File: src/rtl/load_store_unit.sv
// load_store_unit: memory-stage front end for a word-addressed data memory.
// Handles byte/half/word loads and stores over valid/ready, turns sub-word stores
// into read-modify-write, extends loads, and flags misaligned/illegal/out-of-range
// requests. Optional statistics counters are built only when LSU_STATS_EN is defined.
module load_store_unit #(
  parameter int unsigned MEM_WORDS = 32,
  parameter int unsigned CNT_W     = 16
) (
  input  logic             clk,
  input  logic             reset_n,
  input  logic             req_valid,
  output logic             req_ready,
  input  logic             req_write,
  input  logic [1:0]       req_size,
  input  logic             req_unsigned,
  input  logic [31:0]      req_addr,
  input  logic [31:0]      req_wdata,
  output logic             resp_valid,
  input  logic             resp_ready,
  output logic [31:0]      resp_rdata,
  output logic             resp_error,
  output logic [31:0]      mem_addr,
  output logic [31:0]      mem_write_data,
  output logic             mem_write_enable,
  input  logic [31:0]      mem_read_data,
  output logic [CNT_W-1:0] stat_loads,
  output logic [CNT_W-1:0] stat_stores,
  output logic [CNT_W-1:0] stat_errors
);

  localparam int unsigned DW      = 32;
  localparam int unsigned WIDX_W  = 30;
  localparam logic [1:0]  SZ_BYTE = 2'b00;
  localparam logic [1:0]  SZ_HALF = 2'b01;
  localparam logic [1:0]  SZ_WORD = 2'b10;

  typedef enum logic [1:0] {ST_IDLE, ST_READ, ST_WRITE, ST_RESP} state_t;

  typedef struct packed {
    logic          write;
    logic [1:0]    size;
    logic          uns;
    logic [1:0]    lane;
    logic [DW-1:0] wdata;
  } req_t;

  state_t        state_q, state_d;
  req_t          req_q, req_d;
  logic          req_ready_q, req_ready_d;
  logic          resp_valid_q, resp_valid_d;
  logic [DW-1:0] resp_rdata_q, resp_rdata_d;
  logic          resp_error_q, resp_error_d;
  logic          mem_we_q, mem_we_d;
  logic [DW-1:0] mem_addr_q, mem_addr_d;
  logic [DW-1:0] mem_wdata_q, mem_wdata_d;

  logic          accept_c;
  logic          req_err_c;
  logic [7:0]    ld_byte_c;
  logic [15:0]   ld_half_c;
  logic [DW-1:0] ld_ext_c;
  logic [DW-1:0] st_merge_c;

  assign accept_c  = req_valid && (state_q == ST_IDLE);
  assign req_err_c = (req_size == 2'b11)
                  || ((req_size == SZ_HALF) && req_addr[0])
                  || ((req_size == SZ_WORD) && (req_addr[1:0] != 2'b00))
                  || (req_addr[31:2] >= WIDX_W'(MEM_WORDS));

  // State and registered outputs
  always_ff @(posedge clk or negedge reset_n) begin
    if (!reset_n) begin
      state_q      <= ST_IDLE;
      req_q        <= '0;
      req_ready_q  <= 1'b1;
      resp_valid_q <= 1'b0;
      resp_rdata_q <= '0;
      resp_error_q <= 1'b0;
      mem_we_q     <= 1'b0;
      mem_addr_q   <= '0;
      mem_wdata_q  <= '0;
    end else begin
      state_q      <= state_d;
      req_q        <= req_d;
      req_ready_q  <= req_ready_d;
      resp_valid_q <= resp_valid_d;
      resp_rdata_q <= resp_rdata_d;
      resp_error_q <= resp_error_d;
      mem_we_q     <= mem_we_d;
      mem_addr_q   <= mem_addr_d;
      mem_wdata_q  <= mem_wdata_d;
    end
  end

  // Next-state sequencing
  always_comb begin
    state_d = state_q;
    case (state_q)
      ST_IDLE: begin
        if (accept_c) begin
          if (req_err_c)                                 state_d = ST_RESP;
          else if (req_write && (req_size == SZ_WORD))   state_d = ST_WRITE;
          else                                           state_d = ST_READ;
        end
      end
      ST_READ:  state_d = req_q.write ? ST_WRITE : ST_RESP;
      ST_WRITE: state_d = ST_RESP;
      ST_RESP:  if (resp_ready) state_d = ST_IDLE;
      default:  state_d = ST_IDLE;
    endcase
  end

  // Load lane extraction/extension and sub-word store merge
  always_comb begin
    case (req_q.lane)
      2'd1:    ld_byte_c = mem_read_data[15:8];
      2'd2:    ld_byte_c = mem_read_data[23:16];
      2'd3:    ld_byte_c = mem_read_data[31:24];
      default: ld_byte_c = mem_read_data[7:0];
    endcase
    ld_half_c = req_q.lane[1] ? mem_read_data[31:16] : mem_read_data[15:0];
    case (req_q.size)
      SZ_BYTE: ld_ext_c = {{24{~req_q.uns & ld_byte_c[7]}}, ld_byte_c};
      SZ_HALF: ld_ext_c = {{16{~req_q.uns & ld_half_c[15]}}, ld_half_c};
      default: ld_ext_c = mem_read_data;
    endcase
    st_merge_c = mem_read_data;
    if (req_q.size == SZ_BYTE) begin
      case (req_q.lane)
        2'd1:    st_merge_c[15:8]  = req_q.wdata[7:0];
        2'd2:    st_merge_c[23:16] = req_q.wdata[7:0];
        2'd3:    st_merge_c[31:24] = req_q.wdata[7:0];
        default: st_merge_c[7:0]   = req_q.wdata[7:0];
      endcase
    end else if (req_q.size == SZ_HALF) begin
      if (req_q.lane[1]) st_merge_c[31:16] = req_q.wdata[15:0];
      else               st_merge_c[15:0]  = req_q.wdata[15:0];
    end
  end

  // Output and datapath next values; write strobe defaults low so it lasts one cycle
  always_comb begin
    req_d        = req_q;
    req_ready_d  = (state_d == ST_IDLE);
    resp_valid_d = resp_valid_q;
    resp_rdata_d = resp_rdata_q;
    resp_error_d = resp_error_q;
    mem_we_d     = 1'b0;
    mem_addr_d   = mem_addr_q;
    mem_wdata_d  = mem_wdata_q;
    case (state_q)
      ST_IDLE: begin
        if (accept_c) begin
          req_d.write = req_write;
          req_d.size  = req_size;
          req_d.uns   = req_unsigned;
          req_d.lane  = req_addr[1:0];
          req_d.wdata = req_wdata;
          mem_addr_d  = {req_addr[31:2], 2'b00};
          if (req_err_c) begin
            resp_valid_d = 1'b1;
            resp_error_d = 1'b1;
            resp_rdata_d = '0;
          end else if (req_write && (req_size == SZ_WORD)) begin
            mem_wdata_d = req_wdata;
            mem_we_d    = 1'b1;
          end
        end
      end
      ST_READ: begin
        if (req_q.write) begin
          mem_wdata_d = st_merge_c;
          mem_we_d    = 1'b1;
        end else begin
          resp_valid_d = 1'b1;
          resp_rdata_d = ld_ext_c;
          resp_error_d = 1'b0;
        end
      end
      ST_WRITE: begin
        resp_valid_d = 1'b1;
        resp_rdata_d = '0;
        resp_error_d = 1'b0;
      end
      ST_RESP: begin
        if (resp_ready) begin
          resp_valid_d = 1'b0;
          resp_rdata_d = '0;
          resp_error_d = 1'b0;
        end
      end
      default: ;
    endcase
  end

  assign req_ready        = req_ready_q;
  assign resp_valid       = resp_valid_q;
  assign resp_rdata       = resp_rdata_q;
  assign resp_error       = resp_error_q;
  assign mem_addr         = mem_addr_q;
  assign mem_write_data   = mem_wdata_q;
  assign mem_write_enable = mem_we_q;

`ifdef LSU_STATS_EN
  logic             resp_hs_c;
  logic [CNT_W-1:0] loads_q, stores_q, errors_q;

  assign resp_hs_c = (state_q == ST_RESP) && resp_ready;

  // Saturating completion counters, bumped on the response handshake
  always_ff @(posedge clk or negedge reset_n) begin
    if (!reset_n) begin
      loads_q  <= '0;
      stores_q <= '0;
      errors_q <= '0;
    end else if (resp_hs_c) begin
      if (resp_error_q) begin
        if (errors_q != {CNT_W{1'b1}}) errors_q <= errors_q + CNT_W'(1);
      end else if (req_q.write) begin
        if (stores_q != {CNT_W{1'b1}}) stores_q <= stores_q + CNT_W'(1);
      end else begin
        if (loads_q != {CNT_W{1'b1}})  loads_q  <= loads_q + CNT_W'(1);
      end
    end
  end

  assign stat_loads  = loads_q;
  assign stat_stores = stores_q;
  assign stat_errors = errors_q;
`else
  assign stat_loads  = '0;
  assign stat_stores = '0;
  assign stat_errors = '0;
`endif

endmodule
File: config.mk
export PLATFORM = sky130hd
export DESIGN_NAME = load_store_unit
export DESIGN_NICKNAME = d
export VERILOG_FILES = /design/src/rtl/load_store_unit.sv
export SDC_FILE = /design/constraint.sdc
export NUM_CORES = 1
export LEC_CHECK = 0
export CAP_MARGIN = 0
export CORE_ASPECT_RATIO = 0.8
export CORE_MARGIN = 2
export CORE_UTILIZATION = 49
export CTS_CLUSTER_DIAMETER = 40
export CTS_CLUSTER_SIZE = 24
export DETAILED_ROUTE_END_ITERATION = 16
export PLACE_DENSITY = 0.87
export SLEW_MARGIN = 20
export SYNTH_ARGS = -nofsm -noshare
export SYNTH_HDL_FRONTEND = slang
export SYNTH_SLANG_ARGS = --single-unit
File: constraint.sdc
create_clock -name clk -period 3.58 [get_ports clk]
set_clock_uncertainty 0.15 [all_clocks]
set_input_delay 0.358 -clock clk [delete_from_list [all_inputs] [get_ports clk]]
set_output_delay 0.358 -clock clk [all_outputs]
set_load 0.05 [all_outputs]
* Yosys cells after proc, flatten, opt, wreduce, memory -nomap -nowiden *
Cells that the tools add are included.

cells by class
  $lt $le $gt $ge = 1
  equality and inequality tests = 17
  multiplexer cells = 39
  bitwise logic cells = 3
  reductions and logical operators = 16

operators with widths
  cell                                                                number
  2-to-1 mux 32 bit                                                   10
  one-hot mux 32 bit (2 select lines)                                 2
  one-hot mux 32 bit (4 select lines)                                 1
  2-to-1 mux 16 bit                                                   3
  2-to-1 mux 8 bit                                                    4
  greater-or-equal comparator 30 x 6 -> 1 bit, second input constant  1
  one-hot mux 8 bit (3 select lines)                                  1
  equality test 2 bit, second input constant                          6
  inequality test 2 bit, second input constant                        6
  2-to-1 mux 1 bit                                                    10
  equality test 2 x 1 -> 1 bit, second input constant                 4
  2-to-1 mux 2 bit                                                    4
  one-hot mux 1 bit (4 select lines)                                  2
  one-hot mux 2 bit (4 select lines)                                  1
  zero test 2 bit                                                     3
  AND reduction 5 bit                                                 1
  logical AND 1 bit                                                   4
  AND reduction 4 bit                                                 1
  nonzero test 2 bit                                                  2
  logical OR 1 bit                                                    3
  OR reduction 3 bit                                                  1
  bitwise AND 1 bit                                                   2
  inequality test 2 x 1 -> 1 bit, second input constant               1
  one-hot mux 1 bit (2 select lines)                                  1
  other kinds (2)                                                     2

word-level totals
  bits in registers = 122
  bits of input ports = 104
  output and inout port bits = 148
  logic and storage cells = 89

* Longest topological paths before layout *
Gate-level depths: netlist of run 1.

  word-level depth = 9
  gate-level depth with buffers = 7
  depth with buffers taken out = 5

* Least setup slack after synthesis of run 1 *
OpenSTA, ideal clock, no wires.

  path type = in2reg
  from = input port req_addr[15]
  to = register mem_wdata_q[10] (netlist: mem_write_data[10])
  arrival = 1.962 ns
  data required time = 3.305 ns
  path slack = 1.343 ns
  cell stages on the path = 5
  path buffers = 1
  path through = or4_4 nor4_4 a32oi_4 buf_6 mux2_4

between the ends
  word-level cells in the longest chain between the ends = 4

ends and longest elaborated chain
  what                                         line  source
  from (decl)                                  16    input logic [31:0] req_addr,
  greater-or-equal comparator 30 x 6 -> 1 bit  68    || (req_addr[31:2] >= WIDX_W'(MEM_WORDS));
  logical OR 1 bit                             68
  inequality test 2 bit (no source line)       -
  AND reduction 5 bit (no source line)         -
  to (signal assigned)                         91    mem_wdata_q <= mem_wdata_d;
  to (decl)                                    55    logic [DW-1:0] mem_wdata_q, mem_wdata_d;

No other way between the ends.
A chain may end at the register's enable or synchronous reset.

* Worst setup path in the final report of run 1 *
  from = input port req_addr[19]
  to = register mem_wdata_q[1] (netlist: mem_write_data[1])

Same word-level chain as after synthesis.

==> summary.md, run 1 <==
| Metric | Value |
|---|---|
| Outcome | `complete, no violations` |
| Core region area | `approximately 14,000 um^2` |
| Worst-Skew Late Latency | `0.42 ns` |
| DRT Pass-1 Iters | `5` |
| Crit path largest cell delay | `0.44 ns` |
| IO Pins | `252` |
| Slowest CP cell | `nor4_1` |
| Avg WL per Cell | `slightly below 20 um` |
| Pleak | `just over 4 nW` |
| Via/cell ratio | `5.71` |
| Clock slew at reported path FFs | `~0.060 ns` |
| Crit-path max FO | `33` |
| Worst-margin pin slew | `slightly above 0.9 ns` |
| Worst EP required | `about 3.7 ns` |
| Vias in the first global route | `5,652` |
| Final Hold Viols | `0` |
| Minimum clock period after layout | `around 2.6 ns` |
| # port buffers | `roughly 200` |
| Worst path cell trace | `clkdlybuf4s50_1 -> nor4_1 -> nand4_1 -> nor4_4 -> a32oi_4 -> buf_4 -> mux2_1` |
| Fraction of registers with async set/reset | `100%` |
| Die W | `about 140 um` |
| Initial DRC count | `580` |
| Utilization after layout | `69.4%` |
| Slew HR | `39.3%` |
| Drt drc | `0` |
| Hpwl dp | `around 15 mm` |
| RD Place Congestion | `around 0.93` |
| Die Area | `14,800 um^2` |
| Fin Setup TNS | `0 ns` |
| CTS tree | `done` |
| Via count | `5,876` |
| Global-route wire length before repair | `31.1 mm` |
| Root Buffer | `clkbuf_16` |
| Post-CTS Setup Inserts | `0` |
| Worst vdd ir | `0.618 mV` |
| Max-Cap Viols | `0` |
| P per Cell Area | `around 1100 nW/um^2` |
| CTS H-tree lvls | `4` |
| Syn Area/Cell | `10.6 um^2` |
| CTS Buf Count | `17` |
| Post-synthesis sequential area ratio | `45.1%` |
| Crit path launch type | `primary input` |
| Synthesized area | `6770 um^2` |
| Synth Register Bits | `between 100 and 150` |
| R2r startpoint | `req_q[35]` |
| CP endpoint kind | `flip-flop` |
| Reg area | `between 3000 and 4000 um^2` |
| Clock Tree Buf Depth | `2` |
| Setup-failing EPs final | `0` |
| Proportion of layout cells with a drive suffix above 1 | `approximately 16%` |
| Number of fill cells in the layout | `1,013` |
| P&R area growth vs syn | `38.5%` |
| Hold_sp | `mem_write_data[1]` |
| Gate Count Post-Synth | `between 600 and 700` |
| Distinct cells, synth | `48` |
| EDFF count, synth | `0` |
| Sink Count | `approximately 120` |
| Multi-input gate area | `approximately 3300 um^2` |
| DP Worst Slack | `about 0.56 ns` |
| Min-delay worst type | `flip-flop to flip-flop` |
| ANT cells | `0` |
| Crit path from | `req_addr[19]` |
| Post-layout nets | `940` |
| Setup repair after global routing missed its margin | `false` |
| Yosys warning total | `0` |
| Max-slew violations | `0` |
| Chip Height | `109 um` |
| Initial antenna violation count | `0` |
| Total Wirelength | `~20 mm` |
| Grt ovf | `0` |
| Largest net degree at the start of global routing | `just over 60` |
| Post-synth top flop | `dfrtp_1` |
| WS Path Type | `primary input to flip-flop` |
| GRT Total Usage | `between 20% and 30%` |
| CTS resizes | `0` |
| Setup ws final | `approximately 0.96 ns` |
| Cell row count | `38` |
| Initial Util | `between 50% and 60%` |
| Achievable Freq | `between 300 and 400 MHz` |
| Final Cycle Share | `73.3%` |
| Critical Path AT | `approximately 2.8 ns` |
| Final ANT Viol Nets | `0` |
power breakdown:
group          leakage (nW)  switching [mW]  internal, mW
logic                  2.30            3.50          2.16
registers              1.52           0.614          2.03
clock network         0.273           0.640          1.07
total                  4.09            4.75          5.26
registers in the layout (all words and copies together), names as in the netlist:
signal            flops
resp_rdata           32
mem_write_enable      1
resp_error            1
req_q                22
state_q               2
mem_write_data       32
req_ready             1
mem_addr             30
resp_valid            1
repair_timing:
item,4_1_cts,5_1_grt
endpoints found under the setup margin,0,0
hold endpoints to repair,59,0
hold buffers,1,0
logic make-up after synthesis:
family                 share of synthesized area [%]
AOI/OAI and AO/OA                               18.2
buffers and inverters                           9.24
DFF                                             45.1
muxes                                           17.5
other                                         0.0554
and+or+nand+nor                                 9.93
final timing paths:
kind	to	slack, ns	cells past startpoint
max	mem_write_data[1]	0.96	7
min	mem_write_data[1]	0.34	1
max reg2reg	mem_write_data[28]	0.96	5
min reg2reg	mem_write_data[1]	0.34	1
max in group asynchronous	mem_write_data[13]	2.03	3
min in group asynchronous	resp_rdata[10]	0.44	2
cell type report:
type	count	share of cell area (%)
flip-flops and latches	122	32.6
clock inverters	11	1.28
well taps	180	2.40
clock buffers	21	5.02
repair buffers	220	23.1
inverters	18	0.721
multi-input cells	457	34.9
worst max-delay path, delay by kind of cell:
family          cells  cell delay [ns]
compound gates      1             0.17
buf+inv             2             0.77
mux                 1             0.38
simple gates        3             1.07
cells in the mapped netlist (7+ instances only):
cell type	instances	area, um^2
buf_4	50	375
a2bb2oi_1	13	114
a21oi_1	34	170
nand2b_1	29	181
dfrtp_1	121	3030
mux2_2	49	552
mux2_4	29	435
a22oi_1	13	97.6
mux2i_1	16	160
o21ai_0	47	235
o221ai_1	10	87.6
a32o_1	8	80.1
o22ai_1	7	43.8
nor2_1	32	120
inv_1	18	67.6
clkbuf_1	28	105
a22o_1	23	201
nand2_1	46	173
per-stage QoR:
| stage | power (mW) | cells | area, um^2 | hold slack, ns |
|---|---|---|---|---|
| 3_3_place_gp | 8.12 | 996 | 8780 | 0.325 |
| 3_5_place_dp | 8.23 | 996 | 8780 | 0.332 |
| 6_report | 10.0 | 1029 | 9380 | 0.340 |
| 5_1_grt | 10.4 | 1029 | 9380 | 0.354 |
| 2_1_floorplan | 6.43 | 688 | 6950 | -0.0876 |
| 4_1_cts | 9.98 | 1029 | 9380 | 0.345 |
layer usage:
| metal | GRT usage [%] | vias up | routed length [um] |
|---|---|---|---|
| met5 | 0 | - | 0 |
| met4 | 6.40 | 0 | 291 |
| met3 | 8.28 | 33 | 2360 |
| met2 | 42.7 | 348 | 9360 |
| met1 | 39.2 | 2881 | 8400 |
| li1 | - | 2614 | - |
cell usage in the layout (no fill, tap or decap), drive strengths merged, types with 2 or more instances in the layout:
cell type,Yosys,final
or2,2,2
nand3b,3,3
bufinv,0,2
o221ai,10,10
o21a,2,2
mux2i,16,16
mux2,79,79
nor3,6,6
a22o,23,23
a22oi,13,13
a32oi,7,7
o21ai,47,47
conb,1,50
clkbuf,28,21
o22ai,7,7
nand2,46,46
clkinv,0,3
nand3,2,2
inv,18,18
a21oi,34,34
nor4,6,6
dfrtp,121,121
nor2b,4,4
buf,63,19
nor2,33,33
a2bb2oi,13,13
a31oi,3,3
clkdlybuf4s50,0,200
a32o,8,8
clkinvlp,0,6
nand2b,29,29
a221oi,3,3
No activity file was read; power rests on OpenSTA's default activity.
==> run 2: changes to the inputs <==
Settings changed: CORE_UTILIZATION 49 to 45, PLACE_DENSITY 0.87 to 0.81.
Clock period 3.58 ns to 2.7 ns, I/O delays scaled along.
==> summary.md, run 2 (synthesis results as in run 1) <==
| Metric | Value |
|---|---|
| Outcome | `complete, no violations` |
| CTS tree | `done` |
| Avg WL per Cell | `19.6 um (-1.0%)` |
| R2R setup slack | `0.28 ns (-0.68 ns)` |
| IO Pins | `252 (unchanged)` |
| Crit-path max FO | `10 (-70%)` |
| Most common cell after layout, fill and taps aside | `clkdlybuf4s50_1` |
| Root Buffer | `clkbuf_16` |
| Worst-margin pin slew | `0.902 ns (-0.00755 ns)` |
| Fin Setup TNS | `0 ns (unchanged)` |
| Setup repair after global routing missed its margin | `false` |
| Clock Tree Buf Depth | `2 (unchanged)` |
| Global-route wire length before repair | `31.7 mm (+1.9%)` |
| Clock slew at reported path FFs | `0.05 ns (about the same)` |
| Critical Path AT | `2.57 ns (-0.20 ns)` |
| Vias in the first global route | `5,740 (+1.6%)` |
| Sink Count | `122 (unchanged)` |
| Grt ovf | `0 (unchanged)` |
| Non-Filler Instances | `1,044 (+1.5%)` |
| Initial DRC count | `494 (-15%)` |
| R2r startpoint | `req_q[32]` |
| Setup-failing EPs final | `0 (unchanged)` |
| WS Path Type | `flip-flop to flip-flop` |
| P&R area growth vs syn | `39.2%` |
| Proportion of layout cells with a drive suffix above 1 | `16.1% (-0.11 points)` |
| CTS Buf Count | `17 (unchanged)` |
| Via count | `5,781 (-1.6%)` |
| Utilization after layout | `63.4% (-6.0 points)` |
| Number of fill cells in the layout | `1,219 (+20%)` |
| Achievable Freq | `roughly 410 MHz` |
| Max-slew violations | `0 (unchanged)` |
| Worst reg2reg endpoint | `mem_write_data[7]` |
| # port buffers | `201 (unchanged)` |
| GRT Total Usage | `25.9% (-1.9 points)` |
| Dpl cells | `1,013 (+1.7%)` |
| Max-Cap Viols | `0 (unchanged)` |
| CP endpoint kind | `flip-flop` |
| Worst EP required | `2.85 ns (-0.88 ns)` |
| Die W | `141 um (+4.2%)` |
| Minimum clock period after layout | `between 2 and 2.5 ns` |
| Worst-case reg-to-reg path depth | `6 (+1)` |
| Leading cell types in the layout, fill and taps excluded | `clkdlybuf4s50_1, dfrtp_1, conb_1` |
| Initial Util | `45.5% (-4.6 points)` |
| Cell row count | `40 (+5.3%)` |
| Pleak | `4.13 nW (+1.0%)` |
| Via/cell ratio | `5.54 (-3.0%)` |
| Crit path launch type | `flip-flop` |
| ANT cells | `0 (unchanged)` |
| Slew HR | `39.4% (+0.040 points)` |
| Worst-Skew Late Latency | `0.42 ns (about the same)` |
| Hold slack | `0.193 ns (-0.147 ns)` |
| Die Area | `16,000 um^2 (+8.6%)` |
| CTS H-tree lvls | `4 (unchanged)` |
| Worst vdd ir | `0.768 mV (+24%)` |
| Total Power | `13.2 mW (+32%)` |
| Total Wirelength | `20.5 mm (+0.41%)` |
| Initial antenna violation count | `0 (unchanged)` |
| Min-delay worst type | `primary input to async pin` |
| Final Hold Viols | `0 (unchanged)` |
| Final Cycle Share | `approximately nine tenths` |
| DRT Pass-1 Iters | `7 (+2)` |
| Post-CTS Setup Inserts | `0 (unchanged)` |
| Largest net degree at the start of global routing | `58 (-6.5%)` |
| Final ANT Viol Nets | `0 (unchanged)` |
| Core region area | `14,900 um^2 (+10%)` |
| P per Cell Area | `1400 nW/um^2 (+31%)` |
| Post-layout nets | `948 (+0.85%)` |
| Hpwl dp | `15.2 mm (+0.92%)` |
| Chip Height | `114 um (+4.2%)` |
| Drt drc | `0 (unchanged)` |
| RD Place Congestion | `0.957 (+2.6%)` |
-- run 2: cell count changes in the layout (fill, tap and decap cells not counted) --
| cell | change |
|---|---|
| bufinv_16 | -1 |
| clkinv_2 | -2 |
| clkbuf_1 | +6 |
| clkbuf_8 | +1 |
| clkinvlp_4 | -6 |
| buf_4 | +6 |
| buf_12 | +2 |
-- run 2: worst max-delay path by stage --
stage                       startpoint            endpoint  slack [ns]  depth (start not counted)
after global routing         req_q[32]   mem_write_data[7]        0.16                          6
final                        req_q[32]   mem_write_data[7]        0.28                          6
after global placement    req_addr[19]   mem_write_data[1]        0.09                          7
after floorplan           req_addr[15]  mem_write_data[10]        0.55                          5
after detailed placement  req_addr[19]   mem_write_data[1]        0.08                          7
after CTS                    req_q[32]   mem_write_data[7]        0.33                          6
-- run 2: metrics by stage --
step / setup slack, ns / instance area [um^2]
finish: 0.281 / 9420
global route: 0.159 / 9420
CTS: 0.331 / 9420
detailed placement: 0.0847 / 8870
global placement: 0.0909 / 8870
floorplan: 0.551 / 6950
-- run 2: what timing repair did --
item | 4_1_cts | 5_1_grt
endpoints found under the setup margin | 0 | 0
endpoints found under the hold margin | 30 | 0
hold buffers | 1 | 0
gates resized for setup | 0 | 0
-- run 2: metal layers --
layer	vias to the layer above	routed length, um	track usage (%)
li1	2631	-	-
met1	2809	8980	36.8
met2	305	9130	38.7
met3	36	1990	6.88
met4	0	396	8.67
met5	-	0	0
-- run 2: layout make-up --
| cell class | instances | area [um^2] | area share (%) |
|---|---|---|---|
| clock buffers | 28 | 507 | 5.38 |
| clock inverters | 2 | 35.0 | 0.372 |
| inverters | 18 | 67.6 | 0.717 |
| multi-input cells | 457 | 3270 | 34.7 |
| flip-flops and latches | 122 | 3050 | 32.4 |
| well taps | 189 | 236 | 2.51 |
| repair buffers | 228 | 2250 | 23.9 |
-- run 2: critical path, cell delays in order (launching register included) --
cell and delay (ns):
dfrtp_1 0.59, nand2b_1 0.27, buf_4 0.22, nand2_1 0.39
mux2i_1 0.29, o21ai_0 0.11, mux2_4 0.28
-- run 2: power breakdown --
group,internal [mW],switching [mW],total [mW]
Combinational,2.94,4.77,7.71
Clock,1.35,0.760,2.11
Sequential,2.69,0.702,3.40
Total,6.99,6.23,13.2
